$ cat src/rtl/weight_pattern_gen_pkg.sv
// Shared types and constants for the weight pattern generator.
// Optional feature macro used by this block: MATCH_COUNT_EN.
package weight_gen_pkg;

    localparam int DEF_WIDTH = 8;
    localparam int WEIGHT_W  = 4;

    typedef enum logic [2:0] {
        S_IDLE,
        S_LOAD,
        S_SHIFT,
        S_CHECK,
        S_EMIT,
        S_NEXT,
        S_DONE
    } state_t;

endpackage

$ cat src/rtl/weight_pattern_gen_if.sv
// Request/handshake bundle of the weight pattern generator.
// The generator side is the master, the consumer/requester side the slave.
// MATCH_COUNT_EN adds the match_count signal.
interface weight_pattern_gen_if
    import weight_gen_pkg::*;
    #(parameter int WIDTH = DEF_WIDTH);

    logic                start;
    logic [WEIGHT_W-1:0] weight;
    logic                ready;
    logic [WIDTH-1:0]    N_out;
    logic                valid;
    logic                busy;
    logic                done;
`ifdef MATCH_COUNT_EN
    logic [WIDTH-2:0]    match_count;
`endif

    modport master (
        input  start, weight, ready,
        output N_out, valid, busy, done
`ifdef MATCH_COUNT_EN
        , output match_count
`endif
    );

    modport slave (
        output start, weight, ready,
        input  N_out, valid, busy, done
`ifdef MATCH_COUNT_EN
        , input match_count
`endif
    );

endinterface

$ cat src/rtl/weight_pattern_gen_datapath.sv
// Candidate counter plus shift-and-count ones counter for the generator.
// N_out is captured from the candidate at LOAD, so it is stable throughout EMIT.
module weight_gen_datapath
    import weight_gen_pkg::*;
    #(parameter int WIDTH = DEF_WIDTH)
(
    input  logic                clk,
    input  logic                rst,
    input  logic                latch,
    input  logic                load,
    input  logic                shift,
    input  logic                inc,
    input  logic [WEIGHT_W-1:0] weight,
    output logic [WIDTH-1:0]    N_out,
    output logic                shift_zero,
    output logic                count_match,
    output logic                cand_last
);

    logic [WIDTH-1:0]    candidate;
    logic [WIDTH-1:0]    shift_reg;
    logic [WEIGHT_W-1:0] count;
    logic [WEIGHT_W-1:0] w_reg;

    // Candidate/weight registers and the shift-and-count ones counter.
    always_ff @(posedge clk or posedge rst) begin
        if (rst) begin
            candidate <= '0;
            shift_reg <= '0;
            count     <= '0;
            w_reg     <= '0;
            N_out     <= '0;
        end else begin
            if (latch) begin
                w_reg     <= weight;
                candidate <= '0;
            end else if (inc) begin
                candidate <= candidate + {{(WIDTH-1){1'b0}}, 1'b1};
            end
            if (load) begin
                shift_reg <= candidate;
                count     <= '0;
                N_out     <= candidate;
            end else if (shift) begin
                count     <= count + {{(WEIGHT_W-1){1'b0}}, shift_reg[0]};
                shift_reg <= shift_reg >> 1;
            end
        end
    end

    assign shift_zero  = (shift_reg == '0);
    assign count_match = (count == w_reg);
    assign cand_last   = &candidate;

endmodule

$ cat src/rtl/weight_pattern_gen.sv
// Enumerates, in ascending order, every WIDTH-bit value whose popcount equals
// the requested weight, offering each on a valid/ready handshake.
// Define MATCH_COUNT_EN to add the match_count output (accepted transfers).
module weight_pattern_gen
    import weight_gen_pkg::*;
    #(parameter int WIDTH = DEF_WIDTH)
(
    input logic                clk,
    input logic                rst,
    weight_pattern_gen_if.master bus
);

    state_t state;
    logic   valid_q;
    logic   busy_q;
    logic   done_q;
    logic   latch;
    logic   load;
    logic   shift;
    logic   inc;
    logic   shift_zero;
    logic   count_match;
    logic   cand_last;

    assign latch = (state == S_IDLE) && bus.start;
    assign load  = (state == S_LOAD);
    assign shift = (state == S_SHIFT) && !shift_zero;
    assign inc   = (state == S_NEXT) && !cand_last;

    weight_gen_datapath #(.WIDTH(WIDTH)) u_datapath (
        .clk         (clk),
        .rst         (rst),
        .latch       (latch),
        .load        (load),
        .shift       (shift),
        .inc         (inc),
        .weight      (bus.weight),
        .N_out       (bus.N_out),
        .shift_zero  (shift_zero),
        .count_match (count_match),
        .cand_last   (cand_last)
    );

    // Control FSM; valid/busy/done are registered alongside the state.
    always_ff @(posedge clk or posedge rst) begin
        if (rst) begin
            state   <= S_IDLE;
            valid_q <= 1'b0;
            busy_q  <= 1'b0;
            done_q  <= 1'b0;
        end else begin
            case (state)
                S_IDLE: begin
                    if (bus.start) begin
                        busy_q <= 1'b1;
                        state  <= S_LOAD;
                    end
                end
                S_LOAD:  state <= S_SHIFT;
                S_SHIFT: begin
                    if (shift_zero) state <= S_CHECK;
                end
                S_CHECK: begin
                    if (count_match) begin
                        valid_q <= 1'b1;
                        state   <= S_EMIT;
                    end else begin
                        state   <= S_NEXT;
                    end
                end
                S_EMIT: begin
                    if (bus.ready) begin
                        valid_q <= 1'b0;
                        state   <= S_NEXT;
                    end
                end
                S_NEXT: begin
                    if (cand_last) begin
                        busy_q <= 1'b0;
                        done_q <= 1'b1;
                        state  <= S_DONE;
                    end else begin
                        state  <= S_LOAD;
                    end
                end
                S_DONE: begin
                    done_q <= 1'b0;
                    state  <= S_IDLE;
                end
                default: state <= S_IDLE;
            endcase
        end
    end

    assign bus.valid = valid_q;
    assign bus.busy  = busy_q;
    assign bus.done  = done_q;

`ifdef MATCH_COUNT_EN
    logic [WIDTH-2:0] match_count_q;

    // Counts accepted transfers of the current run; cleared on a new start.
    always_ff @(posedge clk or posedge rst) begin
        if (rst) begin
            match_count_q <= '0;
        end else if (latch) begin
            match_count_q <= '0;
        end else if ((state == S_EMIT) && bus.ready) begin
            match_count_q <= match_count_q + {{(WIDTH-2){1'b0}}, 1'b1};
        end
    end

    assign bus.match_count = match_count_q;
`endif

endmodule

$ cat src/flat_wrapper.sv
// flat-port wrapper written by rule: the top's interface ports become plain ports
module weight_pattern_gen_flat import weight_gen_pkg::*;
#(parameter int WIDTH = DEF_WIDTH)
  (clk, rst, bus_start, bus_weight, bus_ready, bus_N_out, bus_valid, bus_busy, bus_done);
  weight_pattern_gen_if #(.WIDTH(WIDTH)) bus_i ();
  input logic clk;
  input logic rst;
  input wire logic [$bits(bus_i.start)-1:0] bus_start;
  input wire logic [$bits(bus_i.weight)-1:0] bus_weight;
  input wire logic [$bits(bus_i.ready)-1:0] bus_ready;
  output wire logic [$bits(bus_i.N_out)-1:0] bus_N_out;
  output wire logic [$bits(bus_i.valid)-1:0] bus_valid;
  output wire logic [$bits(bus_i.busy)-1:0] bus_busy;
  output wire logic [$bits(bus_i.done)-1:0] bus_done;
  assign bus_i.start = bus_start;
  assign bus_i.weight = bus_weight;
  assign bus_i.ready = bus_ready;
  assign bus_N_out = bus_i.N_out;
  assign bus_valid = bus_i.valid;
  assign bus_busy = bus_i.busy;
  assign bus_done = bus_i.done;
  weight_pattern_gen #(.WIDTH(WIDTH)) u_core (.clk(clk), .rst(rst), .bus(bus_i));
endmodule
$ cat config.mk
export PLATFORM = sky130hd
export DESIGN_NAME = weight_pattern_gen_flat
export DESIGN_NICKNAME = d
export VERILOG_FILES = /design/src/rtl/weight_pattern_gen_pkg.sv /design/src/rtl/weight_pattern_gen_if.sv /design/src/rtl/weight_pattern_gen_datapath.sv /design/src/rtl/weight_pattern_gen.sv /design/src/flat_wrapper.sv
export SDC_FILE = /design/constraint.sdc
export NUM_CORES = 1
export LEC_CHECK = 0
export CELL_PAD_IN_SITES_DETAIL_PLACEMENT = 1
export CELL_PAD_IN_SITES_GLOBAL_PLACEMENT = 1
export CORE_MARGIN = 4
export CORE_UTILIZATION = 42
export CTS_CLUSTER_DIAMETER = 120
export DETAILED_ROUTE_END_ITERATION = 8
export PLACE_DENSITY = 0.89
export SYNTH_ARGS = -nofsm -noshare
export SYNTH_HDL_FRONTEND = slang
export SYNTH_SLANG_ARGS = --single-unit
export TNS_END_PERCENT = 5
$ cat constraint.sdc
create_clock -name clk -period 1.7 [get_ports clk]
set_input_delay 0.425 -clock clk [delete_from_list [all_inputs] [get_ports clk]]
set_output_delay 0.425 -clock clk [all_outputs]
set_load 0.05 [all_outputs]
# Word-level counts from Yosys, hierarchy flattened
# Index checks and enable logic that the tools add are counted.
op_classes:
  reduce_logical: 17
  add_sub_neg: 2
  eq_ne: 12
  n_mux: 20
ops:
  columns: ["operator", "count"]
  rows:
  - ["8-bit two-way mux", 4]
  - ["3-bit one-hot mux with 6 select lines", 1]
  - ["3-bit two-way mux", 4]
  - ["2-bit nonzero test", 5]
  - ["3-bit == test (second input constant)", 3]
  - ["3-bit AND reduction", 3]
  - ["8-bit by 1-bit adder with 8-bit output (second input constant)", 1]
  - ["8-bit logical NOT", 1]
  - ["4-bit two-way mux", 2]
  - ["8-bit AND reduction", 1]
  - ["3-bit by 2-bit == test with 1-bit output (second input constant)", 2]
  - ["1-bit two-way mux", 6]
  - ["2-bit by 1-bit != test with 1-bit output (second input constant)", 3]
  - ["1-bit one-hot mux with 2 select lines", 3]
  - ["4-bit by 1-bit adder with 4-bit output", 1]
  - ["4-bit == test", 1]
  - ["2-bit != test (second input constant)", 2]
  - ["3-bit by 1-bit == test with 1-bit output (second input constant)", 1]
  - ["1-bit logical AND", 3]
  - ["3-bit logical NOT", 1]
  - ["1-bit logical NOT", 2]
  - ["2-bit AND reduction", 1]
word_totals:
  regBits: 38
  input_bits: 8
  word_cells: 60

# Longest topological paths before layout
depth:
  ltp_word: 5
  depth_mapped: 6

# Cells and area by module
# A second synthesis with hierarchy kept.
unflattened:
  cells_unflattened: 175
  hier_area_um2: 1801.7
modules_own_cells:
  columns: ["module", "area_each_um2", "cells_per_inst", "seq_area_each_um2", "instances"]
  rows:
  - ["weight_gen_datapath", 1418.9, 132, 800.8, 1]
  - ["weight_pattern_gen", 382.9, 43, 150.1, 1]

# Worst setup path before layout
# No wires, ideal clock.
synth_path:
  kind: "register to register"
  from: "register u_core.state[2]"
  to: "register u_core.u_datapath.count[3]"
  t_arrival_ns: 1.314
  path_slack_ns: 0.262
  path_stages_with_launch: 5
  required_time_ns: 1.576
  setup_ns: 0.124
  period_less_slack_ns: 1.438
  path_cell_list: "dfrtp_1 nor3b_4 a21boi_2 nand4_1 mux2i_1"
synth_between:
  elab_chain_len: 3
synth_rtl:
  columns: ["element", "line", "text"]
  rows:
  - ["from (decl)", "weight_pattern_gen.sv:13", "state_t state;"]
  - ["from (signal assigned)", "weight_pattern_gen.sv:47", "state <= S_IDLE;"]
  - ["from (signal assigned)", "weight_pattern_gen.sv:56", "state <= S_LOAD;"]
  - ["from (signal assigned)", "weight_pattern_gen.sv:59", "S_LOAD: state <= S_SHIFT;"]
  - ["3-bit by 2-bit == test with 1-bit output", "weight_pattern_gen.sv:27", "assign shift = (state == S_SHIFT) && !shift_zero;"]
  - ["1-bit logical AND", "weight_pattern_gen.sv:27", null]
  - ["2-bit nonzero test (no line)", null, null]
  - ["to (signal assigned)", "weight_pattern_gen_datapath.sv:45", "count <= count + {{(WEIGHT_W-1){1'b0}}, shift_reg[0]};"]
  - ["to (decl)", "weight_pattern_gen_datapath.sv:22", "logic [WEIGHT_W-1:0] count;"]
# Parallel ways exist; a longest one is shown, timed or not.
# A chain may end at the register's enable or synchronous reset.

# Final worst setup path
layout_path:
  from: "register u_core.state[2]"
  to: "register u_core.u_datapath.candidate[5]"
layout_between:
  elab_chain_len: 3
layout_rtl:
  columns: ["element", "line", "text"]
  rows:
  - ["3-bit == test or 3-bit logical NOT (tied branches)", "weight_pattern_gen.sv:28, weight_pattern_gen.sv:25", null]
  - ["1-bit logical AND (on tied branches)", "weight_pattern_gen.sv:28, weight_pattern_gen.sv:25", null]
  - ["2-bit nonzero test (no line) or 8-bit two-way mux (tied branches)", null, null]
  - ["to (signal assigned)", "weight_pattern_gen_datapath.sv:38", "candidate <= candidate + {{(WIDTH-1){1'b0}}, 1'b1};"]
  - ["to (decl)", "weight_pattern_gen_datapath.sv:20", "logic [WIDTH-1:0] candidate;"]
# Parallel ways exist; a longest one is shown, timed or not.

==> results.py <==
metrics = {
    "worst_setup_path": {
        "worstSetupPathType": "flop to flop",
        "crit_slowest_cell": "dfrtp_1",
        "crit_required_ns": 1.92,
        "worst-path-buf-inv": 0,
        "cpPeakStageDelay_ns": 0.54,
        "end_kind": "flop",
        "critical-path-top-delay-family": "simple AND/OR/NAND/NOR gates",
        "crit_chain": "and3b_1, o211ai_1, or3_1, a21oi_1",
        "crit_path_start_kind": "flop",
        "critPathMaxFanout": 8,
        "worstPathArrival_ns": 1.79,
    },
    "logic_synthesis": {
        "synth.cell_area_sq_um": 1730,
        "ys_seq_area_share_pct": 54.9,
        "synth.net_count": 195,
        "synth_edf_count": 0,
        "syn-instance-count": 184,
        "syn-mean-instance-area_sq_um": 9.42,
        "synth_cell_type_count": 31,
        "synth_top_area_share_pct": 54.9,
        "ys_ff_latch": 38,
        "synth_top_flop_cell": "dfrtp_1",
        "yosys_warnings": 0,
        "synth_top_cell_by_area": "dfrtp_1",
        "synthArstFlopShare_pct": 100,
        "synth_area_leaders": "dfrtp_1, nand2_1, xor2_1, mux2i_1, nand3_1",
    },
    "placed_design": {
        "numPortBuffers": 18,
        "dp_hpwl_microns": 2990,
        "dpl_cell_area_sq_um": 2060,
        "dpl.cell_count": 259,
        "gp_routability_congestion": 0.774,
        "preCtsSetupSlack_ns": 0.140,
    },
    "die": {
        "num_io_pins": 19,
        "core_area_sq_um": 4000,
        "start_util_pct": 43.3,
        "die_area_sq_um": 5220,
        "die_h_microns": 72.2,
        "rows": 23,
        "die_w_microns": 72.2,
    },
    "route": {
        "num_vias": 1437,
        "drc": 0,
        "detail-route-antenna-nets": 0,
        "dr.pass1.iters": 4,
        "drtIter0Drc": 41,
        "wire_per_inst_microns": 16.1,
        "routed_via_density": 5.38,
        "drt-total-wl_microns": 4290,
    },
    "global_routing": {
        "grt_max_degree": 39,
        "grt_use_total_pct": 19.1,
        "grt.overflow.total": 0,
        "grt_pass1_vias": 1573,
        "grt_first_pass_wirelength_microns": 7620,
        "antenna_found_initial": 0,
    },
    "status": {
        "outcome": "complete, no violations",
    },
    "sta": {
        "clock.fmax_mhz": 636,
        "hold_viol_final": 0,
        "fin_skew_ns": 0.0114,
        "setup_violations": 0,
        "tns_ns": 0,
        "rsz0062_at_grt": "false",
        "maxSlewViolCount": 0,
        "slew_headroom_pct": 68.7,
        "period_minus_slack_ns": 1.57,
        "finalWorstSetupSlack_ns": 0.128,
        "tightest_slew_ns": 0.466,
        "finalHoldWorstSlack_ns": 0.470,
        "final.period_utilization_pct": 92.5,
    },
    "cells_and_area": {
        "stdcell_area_sq_um": 2180,
        "drive_above_1_share_pct": 17.1,
        "nNetsFinal": 228,
        "fillers": 461,
        "synthToLayoutAreaGrowth_pct": 25.7,
        "stdcell_count": 267,
        "diodes": 0,
    },
    "clock_network": {
        "root_buffer": "clkbuf_8",
        "clk_path_buf_depth": 2,
        "cts_sinks": 38,
        "cts.htree.levels": 2,
        "path_clk_slew_ns": 0.08,
        "clock_latency_ns": 0.30,
        "cts_buffers": 5,
        "cts_tree": "yes",
        "hold_buffers": 0,
    },
    "flow_run": {
        "cap_violations": 0,
    },
    "hold_path": {
        "hp-class": "input port to asynchronous set/reset pin",
    },
    "power": {
        "p_per_area_nw_per_um2": 1480,
        "ir_worst_vdd_mv": 0.588,
        "p_leak_uw": 0.00110,
    },
}
through the flow:
stage | power [uW] | util (%)
after global placement | 2350 | 51.4
after detailed placement | 2410 | 51.4
final | 3210 | 54.5
after floorplan | 1940 | -
after global routing | 3440 | 54.5
after CTS | 3230 | 54.2
layout by cell type, fill, tap and decap left out, drive strengths merged:
| master | n |
|---|---|
| buf | 25 |
| a311oi | 1 |
| nor3 | 2 |
| and2 | 1 |
| nor3b | 2 |
| nand4 | 2 |
| and3 | 1 |
| nand3 | 8 |
| nand2 | 66 |
| clkbuf | 6 |
| o41ai | 1 |
| a21oi | 3 |
| nor2 | 7 |
| inv | 3 |
| clkdlybuf4s50 | 7 |
| nand3b | 1 |
| ha | 3 |
| o211ai | 4 |
| nor4 | 3 |
| bufinv | 1 |
| mux2i | 5 |
| and3b | 1 |
| o21a | 2 |
| dfrtp | 38 |
| or3b | 1 |
| o21ai | 9 |
| or3 | 3 |
| a31oi | 2 |
| o31ai | 2 |
| xor2 | 6 |
| a21boi | 1 |
synthesized netlist by cell type (all sizes together), types with 3 or more instances:
master,instances
nand2,66
dfrtp,38
o21ai,9
nand3,8
nor2,7
xor2,6
mux2i,5
buf,4
o211ai,4
a21oi,3
ha,3
inv,3
nor4,3
or3,3
worst min-delay path, cell delays in order:
cell	delay (ns)
clkdlybuf4s50_1	0.40
inv_1	0.09
buf_12	0.23
path summary, 6_finish.rpt:
path                                       startpoint  slack, ns  depth (start not counted)                             end
setup / recovery                      u_core.state[2]       0.13                          4  u_core.u_datapath.candidate[5]
hold / removal                                    rst       0.47                          3      u_core.u_datapath.N_out[0]
setup reg to reg                      u_core.state[2]       0.13                          4  u_core.u_datapath.candidate[5]
hold reg to reg            u_core.u_datapath.N_out[0]       0.48                          2      u_core.u_datapath.N_out[0]
max in group asynchronous                         rst       1.02                          3                 u_core.state[2]
min in group clk           u_core.u_datapath.N_out[0]       0.48                          2      u_core.u_datapath.N_out[0]
kinds of logic (layout without fill, tap and decap cells):
group | Yosys count | in the layout | synth area share, %
adder cells (fa/ha/maj) | 3 | 3 | 2.17
XOR/XNOR | 6 | 6 | 3.03
multiplexers | 5 | 5 | 2.89
AO/OA/AOI/OAI | 25 | 25 | 9.53
flip-flops | 38 | 38 | 54.9
AND/OR/NAND/NOR | 98 | 98 | 25.3
buffers and inverters | 9 | 42 | 2.24
per-layer routing:
| metal | GRT usage, % | share of wire, % | up-vias |
|---|---|---|---|
| li1 | - | - | 688 |
| met1 | 23.3 | 43 | 728 |
| met2 | 32.4 | 53 | 15 |
| met3 | 4.99 | 3.1 | 6 |
| met4 | 6.89 | 1.3 | 0 |
| met5 | 0 | 0 | - |
repair_timing:
item,CTS,global route
resized for setup,0,2
hold endpoints to repair,0,0
setup endpoints to repair,0,2
buffers inserted,0,1
cell type report:
class | instances | area [sq um] | share of cell area [%]
Clock buffer | 6 | 82.6 | 3.79
Clock inverter | 1 | 30.0 | 1.38
Inverter | 3 | 11.3 | 0.517
Multi-Input combinational cell | 137 | 746 | 34.2
Sequential cell | 38 | 951 | 43.7
Tap cell | 50 | 62.6 | 2.87
Timing Repair Buffer | 32 | 295 | 13.6
power by group:
part	switching, uW	internal (uW)	leakage [uW]	total [uW]
combinational	680	496	0.000530	1180
clock	313	469	0.0000573	782
sequential	185	1070	0.000512	1260
Power figures use the tool's default switching activity.
